## config.mk

```make
export PLATFORM = sky130hd
export DESIGN_NAME = mux_rr_arb_flat
export DESIGN_NICKNAME = d
export VERILOG_FILES = /design/src/rtl/mux_rr_arb_pkg.sv /design/src/rtl/mux_rr_arb_if.sv /design/src/rtl/mux_rr_arb_rr_arbiter.sv /design/src/rtl/mux_rr_arb.sv /design/src/flat_wrapper.sv
export SDC_FILE = /design/constraint.sdc
export NUM_CORES = 1
export LEC_CHECK = 0
export BUFFER_PORTS_ARGS = -buffer_cell sky130_fd_sc_hd__buf_2
export CELL_PAD_IN_SITES_DETAIL_PLACEMENT = 1
export CELL_PAD_IN_SITES_GLOBAL_PLACEMENT = 2
export CORE_AREA = 2 2 126 128
export DETAILED_ROUTE_END_ITERATION = 7
export DIE_AREA = 0 0 128 130
export PLACE_DENSITY = 0.83
export SYNTH_ARGS = -nofsm -noshare
export SYNTH_HDL_FRONTEND = slang
export SYNTH_SLANG_ARGS = --single-unit
```

## constraint.sdc

```tcl
create_clock -name clk -period 3 [get_ports clk]
set_clock_uncertainty 0.15 [all_clocks]
set_input_delay 0.6 -clock clk [delete_from_list [all_inputs] [get_ports clk]]
set_output_delay 0.6 -clock clk [all_outputs]
set_load 0.02 [all_outputs]
```

## src/rtl/mux_rr_arb_pkg.sv

```systemverilog
// rtl/mux_rr_arb_pkg.sv - shared types and round-robin search helper for mux_rr_arb
// Optional burst lock is enabled by defining MUX_RR_LOCK_EN.
package mux_rr_pkg;

  localparam int MAX_N     = 16;
  localparam int MAX_IDX_W = 4;

  typedef enum logic {
    IDLE,
    LOCKED
  } lock_state_t;

  typedef struct packed {
    logic                 found;
    logic [MAX_IDX_W-1:0] idx;
  } rr_pick_t;

  // First set bit of valid[0..n-1], searching upward from ptr and wrapping.
  function automatic rr_pick_t rr_pick(input logic [MAX_N-1:0]     valid,
                                       input logic [MAX_IDX_W-1:0] ptr,
                                       input int                   n);
    rr_pick_t r;
    int       idx;
    r.found = 1'b0;
    r.idx   = '0;
    for (int k = 0; k < MAX_N; k++) begin
      if (k < n && !r.found) begin
        idx = int'(ptr) + k;
        if (idx >= n) idx = idx - n;
        if (valid[idx]) begin
          r.found = 1'b1;
          r.idx   = idx[MAX_IDX_W-1:0];
        end
      end
    end
    return r;
  endfunction

endpackage

```

## src/rtl/mux_rr_arb_if.sv

```systemverilog
// rtl/mux_rr_arb_if.sv - N-channel producer bundle plus single sink port of mux_rr_arb
// Optional burst lock (MUX_RR_LOCK_EN) gives in_last its meaning.
interface mux_rr_arb_if #(
  parameter int W = 32,
  parameter int N = 4
);
  localparam int SW = (N > 1) ? $clog2(N) : 1;

  logic [N-1:0]   in_valid;
  logic [N*W-1:0] in_data;
  logic [N-1:0]   in_last;
  logic [N-1:0]   in_ready;
  logic           out_valid;
  logic [W-1:0]   out_data;
  logic [SW-1:0]  out_sel;
  logic           out_ready;

  modport master (
    output in_valid, in_data, in_last, out_ready,
    input  in_ready, out_valid, out_data, out_sel
  );

  modport slave (
    input  in_valid, in_data, in_last, out_ready,
    output in_ready, out_valid, out_data, out_sel
  );
endinterface

```

## src/rtl/mux_rr_arb_rr_arbiter.sv

```systemverilog
// rtl/mux_rr_arb_rr_arbiter.sv - combinational round-robin grant with registered pointer
// Defining MUX_RR_LOCK_EN adds the IDLE/LOCKED burst-lock FSM.
module rr_arbiter
  import mux_rr_pkg::*;
#(
  parameter int N  = 4,
  parameter int SW = (N > 1) ? $clog2(N) : 1
) (
  input  logic          clk,
  input  logic          reset,
  input  logic [N-1:0]  valid,
  input  logic [N-1:0]  last,
  input  logic          take,
  output logic          grant_valid,
  output logic [SW-1:0] grant_idx
);

  logic [SW-1:0] ptr_q;
  logic [SW-1:0] ptr_n;
  logic [SW-1:0] next_ptr;
  rr_pick_t      pick;

  assign pick     = rr_pick(MAX_N'(valid), MAX_IDX_W'(ptr_q), N);
  assign next_ptr = (grant_idx == SW'(N - 1)) ? '0 : grant_idx + 1'b1;

`ifdef MUX_RR_LOCK_EN
  lock_state_t   state_q;
  lock_state_t   state_n;
  logic [SW-1:0] lock_idx_q;
  logic [SW-1:0] lock_idx_n;

  always_ff @(posedge clk) begin
    if (reset) begin
      state_q    <= IDLE;
      lock_idx_q <= '0;
      ptr_q      <= '0;
    end else begin
      state_q    <= state_n;
      lock_idx_q <= lock_idx_n;
      ptr_q      <= ptr_n;
    end
  end

  // A non-last beat pins the grant; the pointer only moves once the burst closes.
  always_comb begin
    state_n    = state_q;
    lock_idx_n = lock_idx_q;
    ptr_n      = ptr_q;
    if (take) begin
      if (last[grant_idx]) begin
        state_n = IDLE;
        ptr_n   = next_ptr;
      end else begin
        state_n    = LOCKED;
        lock_idx_n = grant_idx;
      end
    end
  end

  always_comb begin
    grant_valid = pick.found;
    grant_idx   = SW'(pick.idx);
    if (state_q == LOCKED) begin
      grant_valid = valid[lock_idx_q];
      grant_idx   = lock_idx_q;
    end
  end
`else
  logic unused_last;
  assign unused_last = ^last;

  always_ff @(posedge clk) begin
    if (reset) begin
      ptr_q <= '0;
    end else begin
      ptr_q <= ptr_n;
    end
  end

  always_comb begin
    ptr_n = ptr_q;
    if (take) ptr_n = next_ptr;
  end

  always_comb begin
    grant_valid = pick.found;
    grant_idx   = SW'(pick.idx);
  end
`endif

endmodule

```

## src/rtl/mux_rr_arb.sv

```systemverilog
// rtl/mux_rr_arb.sv - N-channel registered mux with round-robin arbitration and valid/ready
// Optional burst lock is enabled by defining MUX_RR_LOCK_EN.
module mux_rr_arb
  import mux_rr_pkg::*;
#(
  parameter int W = 32,
  parameter int N = 4
) (
  input  logic      clk,
  input  logic      reset,
  mux_rr_arb_if.slave bus
);

  localparam int SW = (N > 1) ? $clog2(N) : 1;

  logic          out_valid_q;
  logic [W-1:0]  out_data_q;
  logic [SW-1:0] out_sel_q;
  logic          load;
  logic          take;
  logic          grant_valid;
  logic [SW-1:0] grant_idx;

  // The stage refills in the same cycle it drains, giving one beat per cycle.
  assign load = !out_valid_q || bus.out_ready;
  assign take = load && grant_valid && !reset;

  always_comb begin
    bus.in_ready = '0;
    if (take) bus.in_ready[grant_idx] = 1'b1;
  end

  rr_arbiter #(
    .N  (N),
    .SW (SW)
  ) u_arb (
    .clk         (clk),
    .reset       (reset),
    .valid       (bus.in_valid),
    .last        (bus.in_last),
    .take        (take),
    .grant_valid (grant_valid),
    .grant_idx   (grant_idx)
  );

  always_ff @(posedge clk) begin
    if (reset) begin
      out_valid_q <= 1'b0;
      out_data_q  <= '0;
      out_sel_q   <= '0;
    end else if (load) begin
      if (take) begin
        out_valid_q <= 1'b1;
        out_data_q  <= bus.in_data[int'(grant_idx)*W +: W];
        out_sel_q   <= grant_idx;
      end else begin
        out_valid_q <= 1'b0;
      end
    end
  end

  assign bus.out_valid = out_valid_q;
  assign bus.out_data  = out_data_q;
  assign bus.out_sel   = out_sel_q;

endmodule

```

## src/flat_wrapper.sv

```systemverilog
// flat-port wrapper written by rule: the top's interface ports become plain ports
module mux_rr_arb_flat import mux_rr_pkg::*;
#(
  parameter int W = 32,
  parameter int N = 4
)
  (clk, reset, bus_in_valid, bus_in_data, bus_in_last, bus_out_ready, bus_in_ready, bus_out_valid, bus_out_data, bus_out_sel);
  mux_rr_arb_if #(.W(W), .N(N)) bus_i ();
  input  logic clk;
  input  logic reset;
  input wire logic [$bits(bus_i.in_valid)-1:0] bus_in_valid;
  input wire logic [$bits(bus_i.in_data)-1:0] bus_in_data;
  input wire logic [$bits(bus_i.in_last)-1:0] bus_in_last;
  input wire logic [$bits(bus_i.out_ready)-1:0] bus_out_ready;
  output wire logic [$bits(bus_i.in_ready)-1:0] bus_in_ready;
  output wire logic [$bits(bus_i.out_valid)-1:0] bus_out_valid;
  output wire logic [$bits(bus_i.out_data)-1:0] bus_out_data;
  output wire logic [$bits(bus_i.out_sel)-1:0] bus_out_sel;
  assign bus_i.in_valid = bus_in_valid;
  assign bus_i.in_data = bus_in_data;
  assign bus_i.in_last = bus_in_last;
  assign bus_i.out_ready = bus_out_ready;
  assign bus_in_ready = bus_i.in_ready;
  assign bus_out_valid = bus_i.out_valid;
  assign bus_out_data = bus_i.out_data;
  assign bus_out_sel = bus_i.out_sel;
  mux_rr_arb #(.W(W), .N(N)) u_core (.clk(clk), .reset(reset), .bus(bus_i));
endmodule
```

Word level (Yosys, flattened, before mapping). Index checks and enable logic that the tools add are counted.

Bits in registers: 37. Bits of input ports: 139. Word-level logic and storage cells: 62.

$add $sub $neg: 8. $lt $le $gt $ge: 10. Eq/ne operators: 1. Shift operators: 1. Muxes and demuxes: 31. Reduce and logical (&&, ||, !) cells: 7.

Operators with widths (number): 2-to-1 mux 32 bit (7); less-than comparator 32 x 6 -> 1 bit (second input constant) (4); variable part select 128 x 8 -> 32 bit (1); 2-to-1 mux 5 bit (7); binary-select mux 1 bit (select 4 bit) (4); subtractor 3 x 3 -> 4 bit (second input constant) (3); 2-to-1 mux 1 bit (10); greater-or-equal comparator 3 bit (second input constant) (3); adder 2 x 2 -> 3 bit (second input constant) (2); 2-to-1 mux 4 bit (1); subtractor 2 x 3 -> 4 bit (second input constant) (1); adder 2 x 1 -> 3 bit (second input constant) (1); greater-or-equal comparator 2 x 3 -> 1 bit (second input constant) (1); logical AND 1 bit (3); less-than comparator 2 x 3 -> 1 bit (second input constant) (1); adder 2 x 1 -> 2 bit (second input constant) (1); demux 1 bit (select 2 bit) (1); equality test 2 bit (second input constant) (1); greater-or-equal comparator 2 x 1 -> 1 bit (second input constant) (1); logical NOT 1 bit (2); 2-to-1 mux 2 bit (1); AND reduction 2 bit (1); logical OR 1 bit (1).

Depth between registers and ports, before layout.
Word-level depth: 29. Mapped depth: 12. Mapped depth without buffers: 8.

Cells and area by module. A second synthesis with hierarchy kept.

Cells, all modules: 170. Area total of the unflattened synthesis: 2285.9 um2.

By module, submodules not included: mux_rr_arb (instances 1, cells each 125, area each 1923.1 um2); rr_arbiter (instances 1, cells each 45, area each 362.8 um2).

Worst setup path before layout. No wires, ideal clock.

Path type: flip-flop to output port. Start point: register u_core.u_arb.ptr_q[0]. End point: output bus_in_ready[0]. Arrival: 2.688 ns. Required time: 2.250 ns. Path slack: -0.438 ns. Stages on the path, launching flop included: 11. Buffers on the path: 3. Cell sequence: dfxtp_1 inv_1 ha_1 mux2i_1 or3_1 buf_2 a32o_1 or3_1 buf_6 buf_8 nor2_1.

Word-level cells in the longest chain between the ends: 18. Elaborated cells on any way between the ends: 45.

RTL lines: start, declared (line mux_rr_arb_rr_arbiter.sv:18) `logic [SW-1:0] ptr_q;`; start signal, assigned (line mux_rr_arb_rr_arbiter.sv:76) `ptr_q <= ptr_n;`; adder 2 x 1 -> 3 bit (line mux_rr_arb_pkg.sv:28) `idx = int'(ptr) + k;`; subtractor 3 x 3 -> 4 bit or greater-or-equal comparator 3 bit (tied branches) (line mux_rr_arb_pkg.sv:29) `if (idx >= n) idx = idx - n;`; 2-to-1 mux 32 bit (line mux_rr_arb_pkg.sv:29); 2-to-1 mux 32 bit (line mux_rr_arb_pkg.sv:27) `if (k < n && !r.found) begin`; binary-select mux 1 bit (select 4 bit) (line mux_rr_arb_pkg.sv:30) `if (valid[idx]) begin`; 2-to-1 mux 1 bit (not written as such) (2 in series) (line mux_rr_arb_pkg.sv:30); 2-to-1 mux 5 bit (line mux_rr_arb_pkg.sv:30); 2-to-1 mux 5 bit (line mux_rr_arb_pkg.sv:27); 2-to-1 mux 5 bit (line mux_rr_arb_pkg.sv:30); 2-to-1 mux 5 bit (line mux_rr_arb_pkg.sv:27); 2-to-1 mux 5 bit (line mux_rr_arb_pkg.sv:30); 2-to-1 mux 5 bit (*) (line mux_rr_arb_pkg.sv:27); less-than comparator 2 x 3 -> 1 bit (not written as such) or greater-or-equal comparator 2 x 1 -> 1 bit (tied branches) (line mux_rr_arb.sv:30) `if (take) bus.in_ready[grant_idx] = 1'b1;`; logical AND 1 bit (not written as such) (line mux_rr_arb.sv:30); 2-to-1 mux 1 bit (not written as such) (line mux_rr_arb.sv:30); demux 1 bit (select 2 bit); 2-to-1 mux 4 bit (*) (line mux_rr_arb.sv:30); end, declared (line flat_wrapper.sv:15) `output wire logic [$bits(bus_i.in_ready)-1:0] bus_in_ready;`.

Every way passes the cells marked *; elsewhere a longest branch is shown, timed or not. The select of a mux whose other input is x is not followed.

Worst setup path in the final report.
Start point: register u_core.u_arb.ptr_q[1]. End point: output bus_in_ready[1].

The elaborated chain is that of the path after synthesis.

==> summary.md <==
| Metric | Value |
|---|---|
| IO Count | 178 |
| Post-DP HPWL | 9.35 mm |
| Die H | 130 um |
| Grt met2 use | a little over a quarter |
| Clk_lat worst skew | slightly below 0.3 ns |
| Sw power | 2.40 mW |
| Global-route wire length before repair | 19.1 mm |
| Final min period | approximately 3.2 ns |
| Detail Route Antenna Nets | 0 |
| WHS | 0.324 ns |
| Ant diodes | 0 |
| Post-synthesis xor/xnor area fraction | 0% |
| GR Util All Layers | around 15% |
| Grt ovf | 0 |
| M3 GR Usage | 3.16% |
| Die Area | 16600 um^2 |
| Area grow syn2layout | 51.5% |
| CTS Buf Count | 5 |
| Share of layout cells above drive strength 1 | 49.7% |
| Synthesized area per cell | 8.33 um^2 |
| Crit path max fanout | 5 |
| Final worst-path cycle share | 106% |
| Hold Path Origin | u_core.bus.out_data[29] |
| Largest family of logic cells by synthesized area | compound AO/OA/AOI/OAI gates |
| WHS Path Cells | 2 |
| Maxcap violations | 0 |
| Layout Nets | 731 |
| Largest net degree at the start of global routing | 36 |
| Yosys warnings | 0 |
| Vias in the first global route | 3894 |
| Setup tns final | -1.05 ns |
| Worst Setup End Kind | output pin |
| Unique cell type count in the Yosys netlist | 44 |
| Reg2Reg Launch Point | u_core.u_arb.ptr_q[1] |
| Root Driver | clkbuf_16 |
| DP Worst Slack | -0.186 ns |
| H-tree depth | 2 |
| Hold endpoint | u_core.bus.out_data[29] |
| R2r setup slk | -0.17 ns |
| Crit path kind | reg -> out |
| WP data required | 2.25 ns |
| Pre-antenna DRT Iters | 4 |
| Initial antenna violation count | 0 |
| VDD IR max | 0.468 mV |
| Worst Slack Setup Final | -0.179 ns |
| Violated checks | negative setup slack |
| Type of origin of the critical path | flop |
| DR iter-0 viols | 80 |
| Critical path arrival | 2.43 ns |
| Slew headroom | 64.6% |
| Logic pwr share | 73.5% |
| Synthesized-area fraction occupied by adder cells | 1.52% |
| Sequential power share | 15.7% |
| GRT met1 Usage | 16.2% |
| Internal cell power | 2.76 mW |
| RSZ-0062 raised after global routing | true |
| Finished Core Util | between 30 and 40% |
| Clk pwr share | ~11% |
| Multiplexer share of the synthesized area | 21.7% |
| Post-synthesis register bit count | 37 |
| Pwr dens | 1030 nW/um^2 |
| Gr busiest metal | met2 |
| Clock Path Buffers | 2 |
| Switching Fraction | between 40% and 50% |
| Mapped Nets | 539 |
| P_leak | 2.59 nW |
| Worst-margin pin slew | 0.522 ns |
| Drc violations | 0 |
| Fin. max-slew vios | 0 |
| Port-buffer cells | 173 |
| HP Class | reg -> reg |
| TritonCTS Sinks | 37 |
| Worst Reg-to-Reg Cells | 17 |
| Total core area | about 15000 um^2 |
| Clock Pin Slew Worst Setup and Hold Paths | roughly 0.060 ns |
| Outcome | finished, violations left |
| Die W | around 130 um |
| # rows | 46 |
| Initial Utilization | 21.4% |
| Fmax | 315 MHz |
| Mapped Area | 3300 um^2 |
| Synthesized instance count | a little under 400 |
| PnR Total Power | 5.17 mW |
| Final Hold Fails | 0 |
| Routed vias | 3660 |
| Reg2reg end | u_core.u_arb.ptr_q[1] |
| Routed wire length | 12.6 mm |
| Final setup viols | 16 |
| Simple-Gate Fraction of Synth Area | 7.93% |
| Sequential area share after synthesis | 22.4% |
| TritonCTS clock tree | built |
| GPL Wtd Cong | 0.823 |
| Routed vias/inst | 4.69 |
| Synth Area in Compound Gates | between 30% and 40% |
| WL/cell | 16.1 um |
-- logic make-up (layout without fill, tap and decap cells) --
group / Yosys count / after routing
AOI/OAI and AO/OA: 117 / 117
adders and majority gates: 4 / 4
buffers and inverters: 111 / 304
DFF: 37 / 37
muxes: 70 / 70
and+or+nand+nor: 57 / 57
-- flip-flops by register name, indices dropped and copies added, names as in the netlist --
register,flops
u_core.bus.out_sel,2
u_core.u_arb.ptr_q,2
u_core.bus.out_valid,1
u_core.bus.out_data,32
-- worst max-delay path by stage --
stage	from	endpoint	slack (ns)	cells after the start
floorplan	u_core.u_arb.ptr_q[0]	bus_in_ready[0]	-0.07	10
global placement	bus_in_valid[2]	bus_in_ready[0]	-0.12	7
detailed placement	bus_in_valid[2]	u_core.bus.out_data[24]	-0.19	10
CTS	u_core.u_arb.ptr_q[1]	u_core.u_arb.ptr_q[1]	-0.18	16
global route	u_core.u_arb.ptr_q[1]	u_core.u_arb.ptr_q[1]	-0.29	17
finish	u_core.u_arb.ptr_q[1]	bus_in_ready[1]	-0.18	9
-- worst max-delay path, stage by stage, from the launching register on --
cell and delay [ns]:
dfxtp_2 0.35, inv_2 0.06, ha_4 0.28, buf_6 0.11
a21boi_1 0.23, a2bb2oi_1 0.15, a41o_2 0.31, or3_4 0.43
nor2_4 0.10, buf_6 0.12
-- power groups by stage --
stage	Sequential [mW]	Combinational (mW)	Clock, mW
after floorplan	1.04	2.14	0
after global routing	0.835	4.07	0.597
final	0.810	3.79	0.561
after global placement	0.817	3.24	0
after CTS	0.811	3.69	0.582
after detailed placement	0.823	3.37	0
-- layout by cell type (no fill, tap or decap), types with 2 or more instances in the layout --
cell type and instances:
mux2i_1 63, buf_2 169, nor2_1 2, nand2b_1 4, ha_1 2, clkbuf_1 2
o21ai_0 2, o211ai_2 27, nor2b_4 2, nand3b_1 3, dfxtp_1 35, buf_12 4
a211oi_1 63, inv_1 67, buf_6 10, or3_4 2, nand2_1 33, buf_4 41
inv_2 3, o211ai_1 5, nor4_1 2, nor2_4 3, clkbuf_16 5, a2bb2oi_1 2
mux2_2 2, mux2i_2 3
-- cell type report --
type / instances / area (um^2)
fillers: 1878 / 10400
multi-input cells: 248 / 2220
repair buffers: 225 / 1380
flip-flops and latches: 37 / 746
inverters: 71 / 269
well taps: 192 / 240
clock buffers: 8 / 146
-- Yosys cell counts --
master / instances / area (um^2)
o311ai_0: 1 / 8.76
mux2i_1: 66 / 661
nand3b_1: 3 / 22.5
ha_1: 4 / 50.1
or3_1: 2 / 12.5
clkbuf_1: 17 / 63.8
inv_1: 71 / 267
buf_6: 1 / 11.3
o31ai_1: 1 / 7.51
o32ai_1: 1 / 8.76
o2111ai_1: 1 / 8.76
a21oi_1: 2 / 10.0
nor4_1: 3 / 18.8
o211ai_2: 27 / 338
mux4_2: 1 / 22.5
mux2_2: 3 / 33.8
a41o_1: 1 / 10.0
a21boi_0: 1 / 7.51
o311a_1: 1 / 10.0
buf_12: 2 / 40.0
o32ai_2: 1 / 16.3
a31oi_1: 1 / 6.26
nor2_1: 5 / 18.8
and3_1: 1 / 6.26
a211o_1: 1 / 8.76
and2_1: 1 / 6.26
nor2b_1: 2 / 12.5
a32o_1: 1 / 10.0
a211oi_1: 63 / 473
o211ai_1: 5 / 37.5
dfxtp_1: 37 / 741
buf_2: 17 / 85.1
nand2b_1: 5 / 31.3
nand3_1: 1 / 5.00
a21o_1: 1 / 7.51
buf_8: 1 / 15.0
nand2_1: 34 / 128
a21oi_2: 1 / 8.76
a32oi_2: 1 / 16.3
buf_4: 1 / 7.51
o32a_1: 1 / 10.0
clkbuf_2: 1 / 5.00
o21ai_0: 3 / 15.0
a2bb2oi_1: 2 / 17.5
-- through the flow --
step / std cells / cell area [um^2]
finish: 781 / 5000
global route: 781 / 5000
CTS: 778 / 4920
detailed placement: 757 / 4570
global placement: 757 / 4570
floorplan: 396 / 3350
-- timing repair --
item | in CTS | in global routing
gates cloned | 1 | 0
resized for setup | 25 | 14
setup buffers | 13 | 3
hold buffers | 0 | 0
pin swaps | 8 | 5
endpoints found under the hold margin | 0 | 0
setup endpoints to repair | 17 | 31
-- routing by layer --
| layer | vias up | wire length [um] |
|---|---|---|
| met5 | - | 0 |
| met4 | 0 | 201 |
| met3 | 15 | 517 |
| met2 | 91 | 6680 |
| met1 | 1760 | 5190 |
| li1 | 1794 | - |
Power figures use the tool's default switching activity.
